--- src/rtl/verify_frame_ctrl_if.sv ---
// Byte-level links of the frame controller: UART RX in, checker out/in, UART TX out.
interface verify_frame_ctrl_if;
  logic [7:0] rx_data;
  logic       rx_valid;
  logic [7:0] chk_char;
  logic       chk_valid;
  logic       chk_rst;
  logic       chk_seq_valid;
  logic       chk_strobe;
  logic [7:0] tx_data;
  logic       tx_start;
  logic       tx_busy;
  logic       frame_done;
  logic       frame_ok;
  logic [7:0] drop_cnt;

  modport slave (
    input  rx_data, rx_valid, chk_seq_valid, chk_strobe, tx_busy,
    output chk_char, chk_valid, chk_rst, tx_data, tx_start, frame_done, frame_ok, drop_cnt
  );
  modport master (
    output rx_data, rx_valid, chk_seq_valid, chk_strobe, tx_busy,
    input  chk_char, chk_valid, chk_rst, tx_data, tx_start, frame_done, frame_ok, drop_cnt
  );
endinterface

--- src/rtl/verify_frame_ctrl.sv ---
// Buffers RX bytes, paces them into the sequence checker, tracks '$'-delimited
// frames and answers each frame with one response byte on UART TX.
module verify_frame_ctrl #(
  parameter int         FIFO_DEPTH   = 16,
  parameter int         GAP_CYCLES   = 4,
  parameter int         MAX_LEN      = 16,
  parameter int         RESP_TIMEOUT = 1024,
  parameter logic [7:0] DELIM        = 8'h24,
  parameter logic [7:0] OK_CHAR      = 8'h59,
  parameter logic [7:0] ERR_CHAR     = 8'h4E
) (
  input logic               clk,
  input logic               rst,
  verify_frame_ctrl_if.slave bus
);
  localparam int AW = $clog2(FIFO_DEPTH);
  localparam int GW = (GAP_CYCLES > 1) ? $clog2(GAP_CYCLES) : 1;
  localparam int TW = (RESP_TIMEOUT > 1) ? $clog2(RESP_TIMEOUT) : 1;
  localparam int LW = $clog2(MAX_LEN + 1);
  localparam logic [GW-1:0] GAP_LAST = GW'(GAP_CYCLES - 1);
  localparam logic [TW-1:0] TMO_LAST = TW'(RESP_TIMEOUT - 1);
  localparam logic [LW-1:0] LEN_MAX  = LW'(MAX_LEN);

  typedef enum logic [2:0] {IDLE, EMIT, GAP, WAIT_RES, RECOVER, SEND} state_t;

  logic [7:0]    mem [FIFO_DEPTH];
  logic [AW:0]   wr_ptr, rd_ptr;
  logic          empty, full, wr_en, pop, gap_done, overflow, is_delim;
  logic [7:0]    head;
  state_t        state;
  logic [GW-1:0] gap_cnt;
  logic [TW-1:0] timer;
  logic [LW-1:0] len;
  logic          in_frame, end_pending, res_ok, rec_cnt;

  assign empty    = (wr_ptr == rd_ptr);
  assign full     = (wr_ptr[AW] != rd_ptr[AW]) && (wr_ptr[AW-1:0] == rd_ptr[AW-1:0]);
  assign wr_en    = bus.rx_valid && !full;
  assign head     = mem[rd_ptr[AW-1:0]];
  assign gap_done = (gap_cnt == GAP_LAST);
  assign is_delim = (head == DELIM);
  // Any byte inside a frame, closing delimiter included, grows the length.
  assign overflow = in_frame && (len >= LEN_MAX);
  assign pop      = !empty && (state == IDLE || (state == GAP && gap_done && !end_pending));

  always_ff @(posedge clk)
    if (wr_en) mem[wr_ptr[AW-1:0]] <= bus.rx_data;

  always_ff @(posedge clk) begin
    if (rst) begin
      wr_ptr       <= '0;
      rd_ptr       <= '0;
      bus.drop_cnt <= '0;
    end else begin
      if (wr_en) wr_ptr <= wr_ptr + 1'b1;
      if (pop)   rd_ptr <= rd_ptr + 1'b1;
      if (bus.rx_valid && full && bus.drop_cnt != 8'hFF) bus.drop_cnt <= bus.drop_cnt + 1'b1;
    end
  end

  always_ff @(posedge clk) begin
    if (rst) begin
      state          <= IDLE;
      gap_cnt        <= '0;
      timer          <= '0;
      len            <= '0;
      in_frame       <= 1'b0;
      end_pending    <= 1'b0;
      res_ok         <= 1'b0;
      rec_cnt        <= 1'b0;
      bus.chk_char   <= '0;
      bus.chk_valid  <= 1'b0;
      bus.chk_rst    <= 1'b0;
      bus.tx_data    <= '0;
      bus.tx_start   <= 1'b0;
      bus.frame_done <= 1'b0;
      bus.frame_ok   <= 1'b0;
    end else begin
      bus.chk_valid  <= 1'b0;
      bus.tx_start   <= 1'b0;
      bus.frame_done <= 1'b0;
      case (state)
        IDLE: ;
        EMIT: begin
          bus.chk_valid <= 1'b1;
          gap_cnt       <= '0;
          state         <= GAP;
        end
        GAP: begin
          if (!gap_done) gap_cnt <= gap_cnt + 1'b1;
          else if (end_pending) begin
            end_pending <= 1'b0;
            timer       <= '0;
            state       <= WAIT_RES;
          end else if (empty) state <= IDLE;
        end
        WAIT_RES: begin
          if (bus.chk_strobe) begin
            res_ok <= bus.chk_seq_valid;
            state  <= SEND;
          end else if (timer == TMO_LAST) begin
            res_ok      <= 1'b0;
            bus.chk_rst <= 1'b1;
            rec_cnt     <= 1'b0;
            state       <= RECOVER;
          end else timer <= timer + 1'b1;
        end
        RECOVER: begin
          if (rec_cnt) begin
            bus.chk_rst <= 1'b0;
            in_frame    <= 1'b0;
            len         <= '0;
            end_pending <= 1'b0;
            state       <= SEND;
          end else rec_cnt <= 1'b1;
        end
        SEND: begin
          if (!bus.tx_busy) begin
            bus.tx_start   <= 1'b1;
            bus.frame_done <= 1'b1;
            bus.tx_data    <= res_ok ? OK_CHAR : ERR_CHAR;
            bus.frame_ok   <= res_ok;
            gap_cnt        <= '0;
            state          <= GAP;
          end
        end
        default: state <= IDLE;
      endcase

      // Pop decision overrides the per-state transition above.
      if (pop) begin
        if (overflow) begin
          res_ok      <= 1'b0;
          bus.chk_rst <= 1'b1;
          rec_cnt     <= 1'b0;
          state       <= RECOVER;
        end else begin
          bus.chk_char <= head;
          state        <= EMIT;
          if (in_frame) begin
            len <= len + 1'b1;
            if (is_delim) begin
              end_pending <= 1'b1;
              in_frame    <= 1'b0;
            end
          end else if (is_delim) begin
            in_frame <= 1'b1;
            len      <= LW'(1);
          end
        end
      end
    end
  end
endmodule
--- src/flat_wrapper.sv ---
// flat-port wrapper written by rule: the top's interface ports become plain ports
module verify_frame_ctrl_flat 
#(
  parameter int         FIFO_DEPTH   = 16,
  parameter int         GAP_CYCLES   = 4,
  parameter int         MAX_LEN      = 16,
  parameter int         RESP_TIMEOUT = 1024,
  parameter logic [7:0] DELIM        = 8'h24,
  parameter logic [7:0] OK_CHAR      = 8'h59,
  parameter logic [7:0] ERR_CHAR     = 8'h4E
)
  (clk, rst, bus_rx_data, bus_rx_valid, bus_chk_seq_valid, bus_chk_strobe, bus_tx_busy, bus_chk_char, bus_chk_valid, bus_chk_rst, bus_tx_data, bus_tx_start, bus_frame_done, bus_frame_ok, bus_drop_cnt);
  verify_frame_ctrl_if bus_i ();
  input logic clk;
  input logic rst;
  input wire logic [$bits(bus_i.rx_data)-1:0] bus_rx_data;
  input wire logic [$bits(bus_i.rx_valid)-1:0] bus_rx_valid;
  input wire logic [$bits(bus_i.chk_seq_valid)-1:0] bus_chk_seq_valid;
  input wire logic [$bits(bus_i.chk_strobe)-1:0] bus_chk_strobe;
  input wire logic [$bits(bus_i.tx_busy)-1:0] bus_tx_busy;
  output wire logic [$bits(bus_i.chk_char)-1:0] bus_chk_char;
  output wire logic [$bits(bus_i.chk_valid)-1:0] bus_chk_valid;
  output wire logic [$bits(bus_i.chk_rst)-1:0] bus_chk_rst;
  output wire logic [$bits(bus_i.tx_data)-1:0] bus_tx_data;
  output wire logic [$bits(bus_i.tx_start)-1:0] bus_tx_start;
  output wire logic [$bits(bus_i.frame_done)-1:0] bus_frame_done;
  output wire logic [$bits(bus_i.frame_ok)-1:0] bus_frame_ok;
  output wire logic [$bits(bus_i.drop_cnt)-1:0] bus_drop_cnt;
  assign bus_i.rx_data = bus_rx_data;
  assign bus_i.rx_valid = bus_rx_valid;
  assign bus_i.chk_seq_valid = bus_chk_seq_valid;
  assign bus_i.chk_strobe = bus_chk_strobe;
  assign bus_i.tx_busy = bus_tx_busy;
  assign bus_chk_char = bus_i.chk_char;
  assign bus_chk_valid = bus_i.chk_valid;
  assign bus_chk_rst = bus_i.chk_rst;
  assign bus_tx_data = bus_i.tx_data;
  assign bus_tx_start = bus_i.tx_start;
  assign bus_frame_done = bus_i.frame_done;
  assign bus_frame_ok = bus_i.frame_ok;
  assign bus_drop_cnt = bus_i.drop_cnt;
  verify_frame_ctrl #(.FIFO_DEPTH(FIFO_DEPTH), .GAP_CYCLES(GAP_CYCLES), .MAX_LEN(MAX_LEN), .RESP_TIMEOUT(RESP_TIMEOUT), .DELIM(DELIM), .OK_CHAR(OK_CHAR), .ERR_CHAR(ERR_CHAR)) u_core (.clk(clk), .rst(rst), .bus(bus_i));
endmodule
--- config.mk ---
export PLATFORM = sky130hd
export DESIGN_NAME = verify_frame_ctrl_flat
export DESIGN_NICKNAME = d
export VERILOG_FILES = /design/src/rtl/verify_frame_ctrl_if.sv /design/src/rtl/verify_frame_ctrl.sv /design/src/flat_wrapper.sv
export SDC_FILE = /design/constraint.sdc
export NUM_CORES = 1
export LEC_CHECK = 0
export BUFFER_PORTS_ARGS = -buffer_cell sky130_fd_sc_hd__buf_4
export CAP_MARGIN = 40
export CORE_ASPECT_RATIO = 0.75
export CORE_MARGIN = 5
export CORE_UTILIZATION = 55
export CTS_BUF_LIST = sky130_fd_sc_hd__clkbuf_4
export DETAILED_ROUTE_END_ITERATION = 6
export MAX_ROUTING_LAYER = met4
export PLACE_DENSITY = 0.84
export SETUP_SLACK_MARGIN = 0.1
export SLEW_MARGIN = 20
export SYNTH_ARGS = -nofsm -noshare
export SYNTH_HDL_FRONTEND = slang
export SYNTH_SLANG_ARGS = --single-unit
--- constraint.sdc ---
create_clock -name clk -period 3.21 [get_ports clk]
set_input_delay 0.321 -clock clk [delete_from_list [all_inputs] [get_ports clk]]
set_output_delay 0.321 -clock clk [all_outputs]
set_load 0.01 [all_outputs]
==> impl_summary.txt <==
----------------------------------------------------
[Timing]
  Fin. max-slew vios ... 0
  RSZ-0062 raised after global routing ... false
  Pin slew with the least headroom to its limit ... 0.770 ns
  Final-report setup violation count ... 0
  Tightest slew margin relative to the limit ... about half
  Fraction of the cycle the final worst path needs ... 85.8%
  Sum of negative setup slack ... 0 ns
  Upper clock frequency limit ... 0.363 GHz
  Skew final ... roughly 0.018 ns
  Time the worst path needs with I/O delays and setup ... 2.75 ns
  Hold violation total from the final report ... 0

[Clocking]
  Number of clock sinks seen by CTS ... 188
  Total CTS buffers ... 17
  CTS clk-pin slew, worst paths ... 0.16 ns
  Clock tree from TritonCTS ... built
  Clock latency on the worst-skew pair ... 0.57 ns
  Worst-case clock buffer depth ... 2
  CTS root buffer ... clkbuf_4
  H-tree lvl count ... 4
  Number of instances resized during post-cts repair ... 0
  Total of hold buffers inserted after clock tree synthesis ... 1
  Post CTS Setup Buffer Count ... 0

[Layout]
  Area grow syn2layout ... 10.7%
  Fraction of layout cells with a size suffix above 1 ... 22.9%
  Fill cell instance count of the final layout ... 977
  Net count, final ... 608
  Antenna diodes ... 0
  Final standard cell utilization of the core ... between 60% and 70%

[Critical path]
  Critical path data arrival time ... 3.28 ns
  Destination of the critical timing path ... u_core.in_frame
  Cell type of the slowest stage on the worst timing path ... dfxtp_2
  Launching element type of the critical path ... flip-flop
  Register-to-register setup slack ... 0.46 ns
  Critical path's largest stage delay ... 0.62 ns
  Cell Chain, Critical Path ... buf_4 -> mux4_2 -> a22oi_1 -> nand3_1 -> nor4b_2 -> nand3_2 -> or2_1 -> a21oi_2
  Endpoint type of the worst setup path ... flip-flop
  Crit path required time ... 3.73 ns
  Critical-path maximum fanout ... 10
  Classification of the worst setup path ... flip-flop to flip-flop
  Terminus of the critical flop-to-flop path ... u_core.in_frame
  Number of cell instances on the worst register-to-register path ... 8

[Synth]
  Top cells by area in the synthesized netlist ... edfxtp_1 (50%), dfxtp_1 (16%), mux4_2 (9.9%), nor2_1 (3.3%), mux2i_1 (2.3%)
  Most instantiated library cell after synthesis ... edfxtp_1
  Commonest cells in the netlist ... edfxtp_1 (128), nor2_1 (68), dfxtp_1 (60)
  Mean post-synth cell area ... 14.5 µm²
  Library cells used by synthesis ... 54
  Count of warnings emitted by yosys ... 0
  Netlist area before placement ... 7710 µm²
  Number of instances in the synthesized netlist ... 532
  Top flip-flop cell by instance count after synthesis ... edfxtp_1
  Top cell type's share of synthesized area ... 49.9%
  Seq/Total Area, Yosys ... 65.5%
  Post-synth EDFFs ... 128
  Proportion of synthesized flip-flops having asynchronous set or reset ... 0%
  Cell type with the highest aggregate area in the netlist ... edfxtp_1
  Count of state elements after synthesis ... around 190

[Global route]
  Maximum number of pins on one net before global-route repair ... 50
  Number of global-route vias before repair ... 4467
  Number of antenna violations at the first check in global routing ... 0
  All-layer global routing usage ... between 10% and 20%
  Remaining Overflow, GRT ... 0
  First-pass GRT wire length ... 24.5 mm

[Status]
  Run status ... completed

[Drt]
  Final ANT Viol Nets ... 0
  Number of remaining DRC errors ... 0
  Wire length per cell ... 19.8 µm
  Via count of the routed design ... 4568
  Final routed wirelength across all metal layers ... 15.3 mm
  Length of the first detailed-routing pass in iterations ... 5
  1st-iter DRT viols ... 422
  Average vias per placed instance ... 5.91

[Placement]
  Buffers on Ports ... 40
  Global placement routability congestion ... 0.852
  HPWL after DPL ... 10.4 mm

[Run]
  Max-cap violations ... 0

[Hold path]
  Min-Delay Path Class ... input pin to flip-flop
  HP Start ... bus_chk_strobe

[Power and ir drop]
  Leakage power of the design ... 0.00292 µW
  Highest ir drop seen on vdd ... 0.374 mV
  Total power density per cell area ... around 600 nW/µm²

[Floorplan]
  Horizontal extent of the die ... 147 µm
  DIE AREA ... roughly 17000 µm²
  Initial standard-cell utilization of the core ... 56.0%
  # rows ... 37
  Number of I/O pins ... between 40 and 50
  Die boundary height ... 113 µm
  Area of the core region ... about 14000 µm²

----------------------------------------------------
-- metal layers --
| metal | share of wire, % | vias up | GRT usage, % |
|---|---|---|---|
| met5 | 0 | - | - |
| met4 | 0.99 | 0 | 5.45 |
| met3 | 7.1 | 15 | 4.32 |
| met2 | 48 | 152 | 30.4 |
| met1 | 44 | 2297 | 27.5 |
| li1 | - | 2104 | - |
-- final cells by class --
class	count	area, µm²	area share, %
Sequential cell	188	5050	59.2
Multi-Input combinational cell	309	2470	29.0
Timing Repair Buffer	63	488	5.72
Tap cell	175	219	2.57
Clock inverter	15	150	1.76
Clock buffer	17	128	1.50
Inverter	6	22.5	0.264
-- metrics by stage --
step / setup slack [ns] / area (µm²) / hold WS (ns) / cells / power (µW)
after CTS: 0.425 / 8530 / 0.00286 / 773 / 5270
after floorplan: 0.834 / 7710 / 0.420 / 533 / 3690
after global routing: 0.290 / 8530 / 0.000782 / 773 / 5500
after global placement: 0.556 / 8240 / 0.443 / 740 / 3990
final: 0.457 / 8530 / 0.0461 / 773 / 5230
after detailed placement: 0.471 / 8240 / 0.471 / 740 / 4040
-- where the power goes --
group          leakage (µW)  total, µW  switching (µW)  internal, µW
Combinational       0.00113       1160             583           573
Sequential          0.00164       2830             133          2690
Clock              0.000145       1240             830           411
-- state kept, by name (all words and copies together) (netlist names), 2 cells and up, named ones only --
signal	cells
u_core.state	3
u_core.gap_cnt	2
u_core.len	5
u_core.wr_ptr	5
u_core.timer	10
u_core.bus.drop_cnt	8
u_core.rd_ptr	5
u_core.bus.chk_char	8
u_core.mem	128
u_core.bus.tx_data	3
-- cells in the final DEF (no fill, tap or decap), types with 3 or more instances in the layout --
| cell type | instances |
|---|---|
| a21oi_1 | 16 |
| nor2_1 | 68 |
| a211oi_1 | 3 |
| or3_1 | 4 |
| nor2b_1 | 6 |
| nand2b_1 | 10 |
| a22oi_1 | 4 |
| buf_4 | 61 |
| nor3_1 | 6 |
| inv_6 | 7 |
| nand3_1 | 15 |
| inv_1 | 6 |
| ha_1 | 9 |
| xor2_1 | 15 |
| mux2i_1 | 18 |
| clkinvlp_4 | 3 |
| nand3b_1 | 4 |
| o21ai_0 | 6 |
| a31oi_1 | 5 |
| clkbuf_4 | 17 |
| dfxtp_1 | 59 |
| xnor2_1 | 10 |
| and3_1 | 6 |
| nand4_1 | 11 |
| edfxtp_1 | 128 |
| nand2_1 | 27 |
| mux4_2 | 34 |
-- how the worst min path moves through the flow --
stage / end / slack [ns] / depth (start not counted)
3_3_place_gp: u_core.gap_cnt[1] / 0.44 / 2
6_report: u_core.res_ok / 0.05 / 3
2_1_floorplan: u_core.mem[0][0] / 0.42 / 0
5_1_grt: u_core.mem[10][5] / 0.0008 / 1
4_1_cts: u_core.res_ok / 0.003 / 3
3_5_place_dp: u_core.gap_cnt[1] / 0.47 / 2
-- kinds of logic (layout without fill, tap and decap cells) --
group / Yosys count / count (layout) / share of synthesized area, %
buffers and inverters: 36 / 101 / 2.48
XOR/XNOR: 25 / 25 / 2.84
flip-flops: 188 / 188 / 65.5
other: 1 / 2 / 0.0487
adder cells (fa/ha/maj): 9 / 9 / 1.46
multiplexers: 54 / 54 / 12.6
AO/OA/AOI/OAI: 50 / 50 / 4.34
AND/OR/NAND/NOR: 169 / 169 / 10.8
-- worst max-delay path: cells and delay by family (launching register included) --
kind | cells | cell delay, ns
mux | 1 | 0.52
buf+inv | 1 | 0.27
simple gates | 4 | 0.92
flops | 1 | 0.62
compound gates | 2 | 0.37
No activity file was read; power rests on OpenSTA's default activity.
